### src/rtl/img_capture_sched.sv
// Capture/readout sequencer for ImgController: ping-pong RAM blocks, pixel-count check, retries.
// Optional capture-attempt timeout is enabled by defining IMGSCHED_TIMEOUT_EN.
module img_capture_sched #(
    parameter int unsigned ExpectedPixelCount = 2304*1296,
    parameter int unsigned PixelCountWidth    = 22,
    parameter int unsigned MaxRetries         = 2,
    parameter int unsigned TimeoutCycles      = 2_000_000
) (
    input  logic                       clk,
    input  logic                       rst,
    input  logic                       req_valid,
    output logic                       req_ready,
    input  logic                       req_readout,
    input  logic                       req_thumb,
    input  logic                       req_skipCount,
    output logic                       ctrl_cmd_capture,
    output logic                       ctrl_cmd_readout,
    output logic                       ctrl_cmd_ramBlock,
    output logic                       ctrl_cmd_skipCount,
    output logic                       ctrl_cmd_thumb,
    input  logic                       ctrl_status_captureDone,
    input  logic [PixelCountWidth-1:0] ctrl_status_capturePixelCount,
    input  logic                       readout_done,
    output logic                       rsp_valid,
    input  logic                       rsp_ready,
    output logic                       rsp_ok,
    output logic [1:0]                 rsp_err,
    output logic                       rsp_ramBlock,
    output logic [1:0]                 rsp_attempts,
    output logic                       good_valid,
    output logic                       good_block
);
    typedef enum logic [2:0] {
        S_IDLE, S_CAP_ISSUE, S_CAP_WAIT, S_CHECK, S_RD_ISSUE, S_RD_WAIT, S_RSP
    } state_t;

    localparam logic [PixelCountWidth-1:0] ExpCount = PixelCountWidth'(ExpectedPixelCount);
    localparam logic [1:0] MaxRetriesW = 2'(MaxRetries);
    localparam logic [1:0] ErrNone    = 2'd0;
    localparam logic [1:0] ErrCount   = 2'd1;
    localparam logic [1:0] ErrTimeout = 2'd2;

    if (MaxRetries > 3) begin : g_bad_retries
        $error("MaxRetries must be in 0..3");
    end
    if (TimeoutCycles < 1) begin : g_bad_timeout
        $error("TimeoutCycles must be at least 1");
    end

    state_t                     state_q, state_d;
    logic                       target_q, target_d;
    logic [1:0]                 attempts_q, attempts_d;
    logic                       done_prev_q, done_prev_d;
    logic [PixelCountWidth-1:0] count_q, count_d;
    logic                       rd_q, rd_d;
    logic                       thumb_q, thumb_d;
    logic                       req_ready_q, req_ready_d;
    logic                       cmd_capture_q, cmd_capture_d;
    logic                       cmd_readout_q, cmd_readout_d;
    logic                       cmd_ram_q, cmd_ram_d;
    logic                       cmd_skip_q, cmd_skip_d;
    logic                       cmd_thumb_q, cmd_thumb_d;
    logic                       rsp_valid_q, rsp_valid_d;
    logic                       rsp_ok_q, rsp_ok_d;
    logic [1:0]                 rsp_err_q, rsp_err_d;
    logic                       rsp_ram_q, rsp_ram_d;
    logic [1:0]                 rsp_att_q, rsp_att_d;
    logic                       good_valid_q, good_valid_d;
    logic                       good_block_q, good_block_d;
    logic                       check_timeout;

`ifdef IMGSCHED_TIMEOUT_EN
    localparam int unsigned     TimerW   = $clog2(TimeoutCycles + 1);
    localparam logic [TimerW-1:0] TimerMax = TimerW'(TimeoutCycles);
    logic [TimerW-1:0]          timer_q, timer_d;
    logic                       timeout_q, timeout_d;
    assign check_timeout = timeout_q;
`else
    assign check_timeout = 1'b0;
`endif

    always_comb begin
        state_d       = state_q;
        target_d      = target_q;
        attempts_d    = attempts_q;
        done_prev_d   = done_prev_q;
        count_d       = count_q;
        rd_d          = rd_q;
        thumb_d       = thumb_q;
        req_ready_d   = req_ready_q;
        cmd_capture_d = cmd_capture_q;
        cmd_readout_d = cmd_readout_q;
        cmd_ram_d     = cmd_ram_q;
        cmd_skip_d    = cmd_skip_q;
        cmd_thumb_d   = cmd_thumb_q;
        rsp_valid_d   = rsp_valid_q;
        rsp_ok_d      = rsp_ok_q;
        rsp_err_d     = rsp_err_q;
        rsp_ram_d     = rsp_ram_q;
        rsp_att_d     = rsp_att_q;
        good_valid_d  = good_valid_q;
        good_block_d  = good_block_q;
`ifdef IMGSCHED_TIMEOUT_EN
        timer_d       = timer_q;
        timeout_d     = timeout_q;
`endif
        case (state_q)
            S_IDLE: begin
                req_ready_d = 1'b1;
                if (req_valid && req_ready_q) begin
                    rd_d        = req_readout;
                    thumb_d     = req_thumb;
                    cmd_skip_d  = req_skipCount;
                    // Write into the block not holding the last good image.
                    target_d    = good_valid_q ? ~good_block_q : 1'b0;
                    attempts_d  = 2'd0;
                    req_ready_d = 1'b0;
                    state_d     = S_CAP_ISSUE;
                end
            end
            S_CAP_ISSUE: begin
                cmd_ram_d     = target_q;
                done_prev_d   = ctrl_status_captureDone;
                cmd_capture_d = ~cmd_capture_q;
`ifdef IMGSCHED_TIMEOUT_EN
                timer_d       = '0;
                timeout_d     = 1'b0;
`endif
                state_d       = S_CAP_WAIT;
            end
            S_CAP_WAIT: begin
                if (ctrl_status_captureDone != done_prev_q) begin
                    count_d = ctrl_status_capturePixelCount;
                    state_d = S_CHECK;
                end
`ifdef IMGSCHED_TIMEOUT_EN
                else if (timer_q == TimerMax) begin
                    timeout_d = 1'b1;
                    state_d   = S_CHECK;
                end else begin
                    timer_d = timer_q + 1'b1;
                end
`endif
            end
            S_CHECK: begin
                if (!check_timeout && count_q == ExpCount) begin
                    good_block_d = target_q;
                    good_valid_d = 1'b1;
                    if (rd_q) begin
                        state_d = S_RD_ISSUE;
                    end else begin
                        rsp_ok_d  = 1'b1;
                        rsp_err_d = ErrNone;
                        rsp_ram_d = target_q;
                        rsp_att_d = attempts_q;
                        state_d   = S_RSP;
                    end
                end else if (attempts_q < MaxRetriesW) begin
                    attempts_d = attempts_q + 1'b1;
                    state_d    = S_CAP_ISSUE;
                end else begin
                    rsp_ok_d  = 1'b0;
                    rsp_err_d = check_timeout ? ErrTimeout : ErrCount;
                    rsp_ram_d = good_block_q;
                    rsp_att_d = attempts_q;
                    state_d   = S_RSP;
                end
            end
            S_RD_ISSUE: begin
                cmd_ram_d     = good_block_q;
                cmd_thumb_d   = thumb_q;
                cmd_readout_d = ~cmd_readout_q;
                state_d       = S_RD_WAIT;
            end
            S_RD_WAIT: begin
                if (readout_done) begin
                    rsp_ok_d  = 1'b1;
                    rsp_err_d = ErrNone;
                    rsp_ram_d = good_block_q;
                    rsp_att_d = attempts_q;
                    state_d   = S_RSP;
                end
            end
            S_RSP: begin
                if (rsp_valid_q && rsp_ready) begin
                    rsp_valid_d = 1'b0;
                    req_ready_d = 1'b1;
                    state_d     = S_IDLE;
                end else begin
                    rsp_valid_d = 1'b1;
                end
            end
            default: state_d = S_IDLE;
        endcase
    end

    always_ff @(posedge clk) begin
        target_d_reg: begin
            target_q    <= target_d;
            attempts_q  <= attempts_d;
            done_prev_q <= done_prev_d;
            count_q     <= count_d;
            rd_q        <= rd_d;
            thumb_q     <= thumb_d;
        end
        if (rst) begin
            state_q       <= S_IDLE;
            req_ready_q   <= 1'b1;
            cmd_capture_q <= 1'b0;
            cmd_readout_q <= 1'b0;
            cmd_ram_q     <= 1'b0;
            cmd_skip_q    <= 1'b0;
            cmd_thumb_q   <= 1'b0;
            rsp_valid_q   <= 1'b0;
            rsp_ok_q      <= 1'b0;
            rsp_err_q     <= 2'd0;
            rsp_ram_q     <= 1'b0;
            rsp_att_q     <= 2'd0;
            good_valid_q  <= 1'b0;
            good_block_q  <= 1'b0;
`ifdef IMGSCHED_TIMEOUT_EN
            timer_q       <= '0;
            timeout_q     <= 1'b0;
`endif
        end else begin
            state_q       <= state_d;
            req_ready_q   <= req_ready_d;
            cmd_capture_q <= cmd_capture_d;
            cmd_readout_q <= cmd_readout_d;
            cmd_ram_q     <= cmd_ram_d;
            cmd_skip_q    <= cmd_skip_d;
            cmd_thumb_q   <= cmd_thumb_d;
            rsp_valid_q   <= rsp_valid_d;
            rsp_ok_q      <= rsp_ok_d;
            rsp_err_q     <= rsp_err_d;
            rsp_ram_q     <= rsp_ram_d;
            rsp_att_q     <= rsp_att_d;
            good_valid_q  <= good_valid_d;
            good_block_q  <= good_block_d;
`ifdef IMGSCHED_TIMEOUT_EN
            timer_q       <= timer_d;
            timeout_q     <= timeout_d;
`endif
        end
    end

    assign req_ready          = req_ready_q;
    assign ctrl_cmd_capture   = cmd_capture_q;
    assign ctrl_cmd_readout   = cmd_readout_q;
    assign ctrl_cmd_ramBlock  = cmd_ram_q;
    assign ctrl_cmd_skipCount = cmd_skip_q;
    assign ctrl_cmd_thumb     = cmd_thumb_q;
    assign rsp_valid          = rsp_valid_q;
    assign rsp_ok             = rsp_ok_q;
    assign rsp_err            = rsp_err_q;
    assign rsp_ramBlock       = rsp_ram_q;
    assign rsp_attempts       = rsp_att_q;
    assign good_valid         = good_valid_q;
    assign good_block         = good_block_q;

endmodule
### config.mk
export PLATFORM = sky130hd
export DESIGN_NAME = img_capture_sched
export DESIGN_NICKNAME = d
export VERILOG_FILES = /design/src/rtl/img_capture_sched.sv
export SDC_FILE = /design/constraint.sdc
export NUM_CORES = 1
export LEC_CHECK = 0
export CORE_MARGIN = 2
export CORE_UTILIZATION = 50
export CTS_BUF_LIST = sky130_fd_sc_hd__clkbuf_8
export DETAILED_ROUTE_END_ITERATION = 7
export GPL_ROUTABILITY_DRIVEN = 0
export GPL_TIMING_DRIVEN = 0
export PLACE_DENSITY = 0.89
export SKIP_CTS_REPAIR_TIMING = 1
export SLEW_MARGIN = 20
export SYNTH_ARGS = -nofsm -noshare
export SYNTH_HDL_FRONTEND = slang
export SYNTH_SLANG_ARGS = --single-unit
### constraint.sdc
create_clock -name clk -period 3.35 [get_ports clk]
set_clock_uncertainty 0.05 [all_clocks]
set_input_delay 0.67 -clock clk [delete_from_list [all_inputs] [get_ports clk]]
set_output_delay 0.67 -clock clk [all_outputs]
set_load 0.02 [all_outputs]
After elaboration in Yosys (flattened, before gate mapping)

Cells that the tools add are included.

Magnitude comparators: 1
Add/sub/neg operators: 1
$mul: 0
Divide/modulo/power cells: 0
Reductions and logical operators: 14
Mux-type cells: 37
Bitwise operators: 3
Equality and inequality tests: 16
Shift-type cells: 0

Operators with widths:

| kind                                                                  | count |
|---|---|
| 2-bit two-way mux                                                     | 12 |
| 22-bit equality test, second input constant                           | 1 |
| 3-bit case mux with 7 select lines                                    | 1 |
| 3-bit two-way mux                                                     | 6 |
| 2-bit != test, second input constant                                  | 6 |
| 2-bit case mux with 2 select lines                                    | 3 |
| 4-bit AND reduction                                                   | 3 |
| 1-bit two-way mux                                                     | 11 |
| 3-bit equality test, second input constant                            | 3 |
| 1-bit case mux with 2 select lines                                    | 4 |
| 2-bit AND reduction                                                   | 4 |
| 2-bit nonzero test                                                    | 4 |
| 3-bit by 2-bit equality test with 1-bit output, second input constant | 2 |
| 3-bit != test, second input constant                                  | 2 |
| 3-bit by 1-bit equality test with 1-bit output, second input constant | 1 |
| 3-bit logical NOT                                                     | 1 |
| 1-bit NOT                                                             | 3 |
| 2-bit by 1-bit adder with 2-bit output, second input constant         | 1 |
| 1-bit logical AND                                                     | 2 |
| 2-bit < comparator, second input constant                             | 1 |
| 1-bit != test                                                         | 1 |

Memories: 0
Input bits: 31
Output and inout bits: 15
Bits in writable memories: 0
Word-level logic and storage cells: 92
Latch bits: 0
Bits in registers: 46
ROM bits: 0

Longest topological paths before layout

Gate-level depths: netlist (run 1).

Depth after elaboration: 4
Gate-level depth with buffers: 8

Worst setup path after synthesis (run 1)

Ideal clock, no wire load.

Kind: input-to-reg
From: in ctrl_status_captureDone
To: reg count_q[0] (enable)
Path slack: 0.454 ns
Setup time: 0.429 ns
Cell stages on the path: 3
Arrival time: 2.417 ns
Cell sequence: xor2_1 nand2b_1 nor3_1

Longest elaborated chain between the ends: 2

RTL lines:

| what                          | RTL line | text |
|---|---|---|
| from (decl)                   | 21       | `input logic ctrl_status_captureDone,` |
| 1-bit != test                 | 132      | `if (ctrl_status_captureDone != done_prev_q) begin` |
| 2-bit AND reduction (no line) | n/a      |  |
| to (signal assigned)          | 202      | `count_q <= count_d;` |
| to (decl)                     | 54       | `logic [PixelCountWidth-1:0] count_q, count_d;` |

No other way between the ends.
A chain may end at the register's enable or synchronous reset.

Worst setup path in the final report (run 1)

From: in ctrl_status_captureDone
To: reg count_q[10] (enable)

Same word-level chain as after synthesis.

==> results.json, run 1 <==
{
  "drt-initial-drc-count": 100,
  "synth_mux_area_share_pct": 1.10,
  "ys_seq_area_share_pct": 64.8,
  "critical_path_required_ns": 3.30,
  "crit_type": "in -> reg",
  "n_fill_cell": 240,
  "cts_buffers": 5,
  "p_leak_uw": 0.000867,
  "path_buf_inv": 2,
  "start_util_pct": 53.3,
  "report.final.slew_viol_count": 0,
  "synth_adder_area_share_pct": 0,
  "cts_sinks": 45,
  "track_usage_pct": 19.4,
  "fmax_mhz": 416,
  "drt_first_pass_iters": 4,
  "avgSynthCellArea_sq_um": 11.8,
  "cts_root_buf": "clkbuf_8",
  "relSlewSlack_pct": 47.2,
  "synth_top_family_by_area": "simple AND/OR/NAND/NOR gates",
  "synth_nets": 185,
  "vias": 1369,
  "worstSetupStartpointType": "input port",
  "hold_class": "reg -> reg",
  "power.total_uw": 1440,
  "final_common_cell": "clkdlybuf4s50_1",
  "ant_nets": 0,
  "yosysWarnings": 0,
  "path_cells": "clkdlybuf4s50_1 -> xor2_1 -> nand2b_1 -> nor3_2 -> buf_4",
  "hpwl_um": 2630,
  "netlist_area_sq_mm": 0.00182,
  "vdd.ir_drop.worst_uv": 348,
  "synthCells": 154,
  "async_flop_share_pct": 0,
  "final_cell_mix": "clkdlybuf4s50_1 (43), edfxtp_1 (28), nor2_1 (21)",
  "avgViaCountPerCell": 5.43,
  "htree_levels": 2,
  "rsz0062_at_grt": "no",
  "synth_xor_xnor_area_share_pct": 1.92,
  "outcome": "finished clean",
  "worst_slew_pin_slew_ns": 0.788,
  "cts.clk_slew.worst_paths_ns": 0.07,
  "fin_crit_ns": 2.41,
  "wire_per_inst_um": 13.9,
  "grt_pass1_vias": 1393,
  "area_delta_synth_final_pct": 33.3,
  "max-cap-violations": 0,
  "drt-total-wl_um": 3510,
  "gr-total-overflow": 0,
  "drive_gt1_share_pct": 9.71,
  "endpoint_kind": "flip-flop",
  "arrival_ns": 2.35,
  "ys.flop_type": "edfxtp_1",
  "cts.path.max_buffers": 2,
  "rows": 21,
  "finalSetupViolCount": 0,
  "grt_max_degree": 14,
  "antenna_found_initial": 0,
  "numPlacedInstances": 244,
  "crit_path_max_incr_delay_ns": 0.61,
  "insertion_delay_ns": 0.30,
  "grt_pass1_wl_um": 6120,
  "numPortBuffers": 43,
  "yosys_register_bits": 45,
  "cts_tree": "done",
  "synth-simple-area-share_pct": 18.4,
  "synth.distinct_cells": 41,
  "final_cells": 252,
  "fin_crit_sh_pct": 71.8,
  "cp_slowest_cell": "nor3_2",
  "synth_compound_area_share_pct": 10.2,
  "design.core.area_sq_mm": 0.00342,
  "power-per-cell-area_mw_per_mm2": 593,
  "fp.dieH_um": 64.4,
  "drc": 0,
  "die_area_sq_mm": 0.00414,
  "worstPathMaxFanout": 12,
  "path_delay_family": "buffers and inverters",
  "die_w_um": 64.4,
  "final_hold_viol_count": 0,
  "layout.nets": 236,
  "io_pins": 46,
  "n_antenna_cell": 0,
  "synth_edf_count": 28
}
==> layout make-up <==
cell class | count | area [sq um] | area share [%]
well taps | 46 | 57.6 | 2.37
repair buffers | 44 | 438 | 18.0
inverters | 4 | 15.0 | 0.618
plain buffers | 7 | 46.3 | 1.91
clock buffers | 5 | 68.8 | 2.83
multi-input cells | 98 | 584 | 24.1
clock inverters | 3 | 37.5 | 1.55
flip-flops and latches | 45 | 1180 | 48.6
==> registers in the layout, summed over array words and instances (netlist names), 2 cells and up <==
| signal | cells |
|---|---|
| count_q | 22 |
| rsp_attempts | 2 |
| state_q | 3 |
| attempts_q | 2 |
==> metrics by stage <==
step / hold slack [ns] / area (sq um) / utilization, % / setup TNS [ns] / setup WS [ns]
2_1_floorplan: 0.442 / 1820 / - / 0 / 0.454
3_3_place_gp: 0.394 / 2310 / 67.6 / -9.87 / -0.449
3_5_place_dp: 0.406 / 2320 / 68.0 / 0 / 0.596
4_1_cts: 0.416 / 2430 / 71.1 / 0 / 0.902
5_1_grt: 0.437 / 2430 / 71.1 / 0 / 0.806
6_report: 0.410 / 2430 / 71.1 / 0 / 0.944
==> synth_stat cells, drive strengths merged (2+ instances only) <==
cell / instances / area share, %
nand3: 7 / 1.9
nand4b: 2 / 0.96
a21oi: 13 / 3.8
o21ai: 8 / 2.8
nor4: 2 / 0.69
nand2: 9 / 2.0
dfxtp: 17 / 19
nand2b: 2 / 0.69
xor2: 2 / 0.96
buf: 4 / 1.9
nand4: 2 / 0.69
inv: 4 / 0.82
nor3: 7 / 2.5
xnor2: 2 / 0.96
or2: 3 / 1.0
clkbuf: 3 / 0.62
a21o: 2 / 0.82
mux2i: 2 / 1.1
edfxtp: 28 / 46
nor2: 21 / 4.3
==> cell families (layout without fill, tap and decap cells) <==
group | after synthesis | after routing
other | 1 | 1
xor gates and xnor gates | 4 | 4
muxes | 2 | 2
buffers and inverters | 11 | 63
DFF | 45 | 45
and+or+nand+nor | 62 | 62
AOI/OAI and AO/OA | 29 | 29
==> worst reg2reg max path, cell delays in order, from the launching register on <==
cell and delay [ns]:
edfxtp_1 0.36, nor4bb_1 0.41, nand4_1 0.28, o21ba_2 0.32, o21ai_4 0.20, a21oi_1 0.11
a311oi_1 0.27
==> worst paths after layout <==
| kind | startpoint | to | slack (ns) | cells past startpoint |
|---|---|---|---|---|
| worst max-delay path | ctrl_status_captureDone | count_q[10]$_DFFE_PP_ | 0.94 | 5 |
| worst max register to register | count_q[20]$_DFFE_PP_ | rsp_ramBlock$_SDFFE_PP0P_ | 1.25 | 6 |
| worst min-delay path | ctrl_cmd_skipCount$_SDFFE_PP0P_ | ctrl_cmd_skipCount$_SDFFE_PP0P_ | 0.41 | 2 |
| worst min register to register | ctrl_cmd_skipCount$_SDFFE_PP0P_ | ctrl_cmd_skipCount$_SDFFE_PP0P_ | 0.41 | 2 |
==> where the power goes <==
group	switching [uW]	internal (uW)	total [uW]
combinational	188	149	338
clock	169	217	386
sequential	40.1	676	716
==> metal layers <==
layer	global-route usage [%]	wire, um	vias to the layer above
met5	0	0	-
met4	7.98	65	0
met3	5.81	222	9
met2	33.2	1850	52
met1	22.5	1380	649
li1	-	-	659
Note: power is estimated with default switching activity, not from simulation.
==> run 2, diff against run 1 <==
- CORE_UTILIZATION: 50 -> 45
- PLACE_DENSITY: 0.89 -> 0.85
- clock period: 3.35 -> 2.1 ns (I/O delays scaled with it)
==> results.json, run 2 (synthesis gave the netlist of run 1 again) <==
{
  "cts_tree": "done",
  "setup_slack_ns": 0.197,
  "die_area_sq_mm": 0.00457,
  "rsz0062_at_grt": "no",
  "fp.dieH_um": 67.6,
  "largestRegisters": "count_q: 22 flops, state_q: 3 flops",
  "drt-total-wl_um": 3400,
  "outcome": "finished clean",
  "vias": 1302,
  "finalSetupViolCount": 0,
  "numPortBuffers": 43,
  "final_cell_mix": "clkdlybuf4s50_1 (43), edfxtp_1 (28), nor2_1 (21)",
  "path_cells": "nor4_1 -> nand4_1 -> buf_4 -> nor3_4 -> a21oi_2 -> a21o_1 -> and3b_1",
  "crit_path_max_incr_delay_ns": 0.37,
  "final_common_cell": "clkdlybuf4s50_1",
  "endpoint_kind": "flip-flop",
  "cts_sinks": 45,
  "n_antenna_cell": 0,
  "max-cap-violations": 0,
  "design.core.area_sq_mm": 0.00394,
  "rows": 23,
  "layout.nets": 237,
  "start_util_pct": 46.2,
  "grt_pass1_vias": 1163,
  "drive_gt1_share_pct": 10.6,
  "worstSetupStartpointType": "flip-flop",
  "htree_levels": 2,
  "drt_first_pass_iters": 4,
  "stdcell_area_sq_mm": 0.00244,
  "drc": 0,
  "hpwl_um": 2550,
  "cp_slowest_cell": "edfxtp_1",
  "die_w_um": 67.6,
  "fmax_mhz": 526,
  "pre_cts_ws_ns": -0.0991,
  "worstPathMaxFanout": 6,
  "hold_class": "reg -> reg",
  "whs_ns": 0.405,
  "track_usage_pct": 16.3,
  "p_leak_uw": 0.000866,
  "report.final.slew_viol_count": 0,
  "antenna_found_initial": 0,
  "final_hold_viol_count": 0,
  "regMostFlops": "count_q",
  "ant_nets": 0,
  "wire_per_inst_um": 13.2,
  "fin_crit_sh_pct": 90.6,
  "cts_root_buf": "clkbuf_8",
  "critical_path_required_ns": 2.25,
  "avgViaCountPerCell": 5.07,
  "grt_pass1_wl_um": 5290,
  "cts.clk_slew.worst_paths_ns": 0.09,
  "power-per-cell-area_mw_per_mm2": 899,
  "fin_crit_ns": 1.90,
  "cts_buffers": 5,
  "insertion_delay_ns": 0.30,
  "gr-total-overflow": 0,
  "multi_input_area_sq_um": 597,
  "cts.path.max_buffers": 2,
  "seq_area_sq_mm": 0.00118,
  "vdd.ir_drop.worst_uv": 425,
  "largest_reg_flops": 22,
  "io_pins": 46,
  "crit_type": "reg -> reg",
  "arrival_ns": 2.05,
  "n_fill_cell": 316,
  "placed_cell_area_sq_mm": 0.00234,
  "area_delta_synth_final_pct": 34.0,
  "r2r_setup_slack_ns": 0.20,
  "drt-initial-drc-count": 68,
  "grt_max_degree": 15
}
[run 2: final cells by class]
type,instances,area share [%]
sequential,45,48.4
multi-input combinational,98,24.4
timing repair buffer,45,18.6
clock buffer,5,2.82
tap,50,2.56
buffer,7,1.90
clock inverter,3,0.718
inverter,4,0.615
[run 2: report_power, final]
group,internal [uW],switching [uW],total [uW],leakage [uW]
sequential,1080,64.1,1140,0.000395
combinational,250,292,542,0.000426
clock,230,280,509,0.0000455
[run 2: worst paths after layout]
kind,start,endpoint,cells past startpoint
max,count_q[2]$_DFFE_PP_,rsp_ok$_SDFFE_PP0P_,7
min,ctrl_cmd_skipCount$_SDFFE_PP0P_,ctrl_cmd_skipCount$_SDFFE_PP0P_,2
max reg2reg,count_q[2]$_DFFE_PP_,rsp_ok$_SDFFE_PP0P_,7
min reg2reg,ctrl_cmd_skipCount$_SDFFE_PP0P_,ctrl_cmd_skipCount$_SDFFE_PP0P_,2
[run 2: per-layer routing]
layer / vias to the layer above / wire length (um) / track usage [%]
li1: 662 / - / -
met5: - / 0 / 0
met2: 33 / 1710 / 26.8
met3: 6 / 205 / 4.50
met1: 601 / 1430 / 19.1
met4: 0 / 61 / 9.18
[run 2: metrics by stage]
stage | std cells | TNS, ns | power (uW) | utilization, %
after floorplan | 154 | 0 | 1490 | -
after global placement | 247 | -15.50 | 1670 | 58.8
after detailed placement | 248 | -1.38 | 1700 | 59.4
after CTS | 256 | 0 | 2210 | 61.6
after global routing | 257 | 0 | 2310 | 61.9
final | 257 | 0 | 2190 | 61.9
[run 2: critical path: cells and delay by family (launching register included)]
kind                   cells  cell delay (ns)
AOI/OAI and AO/OA          2             0.35
DFF                        1             0.37
buffers and inverters      1             0.17
and+or+nand+nor            4             0.86
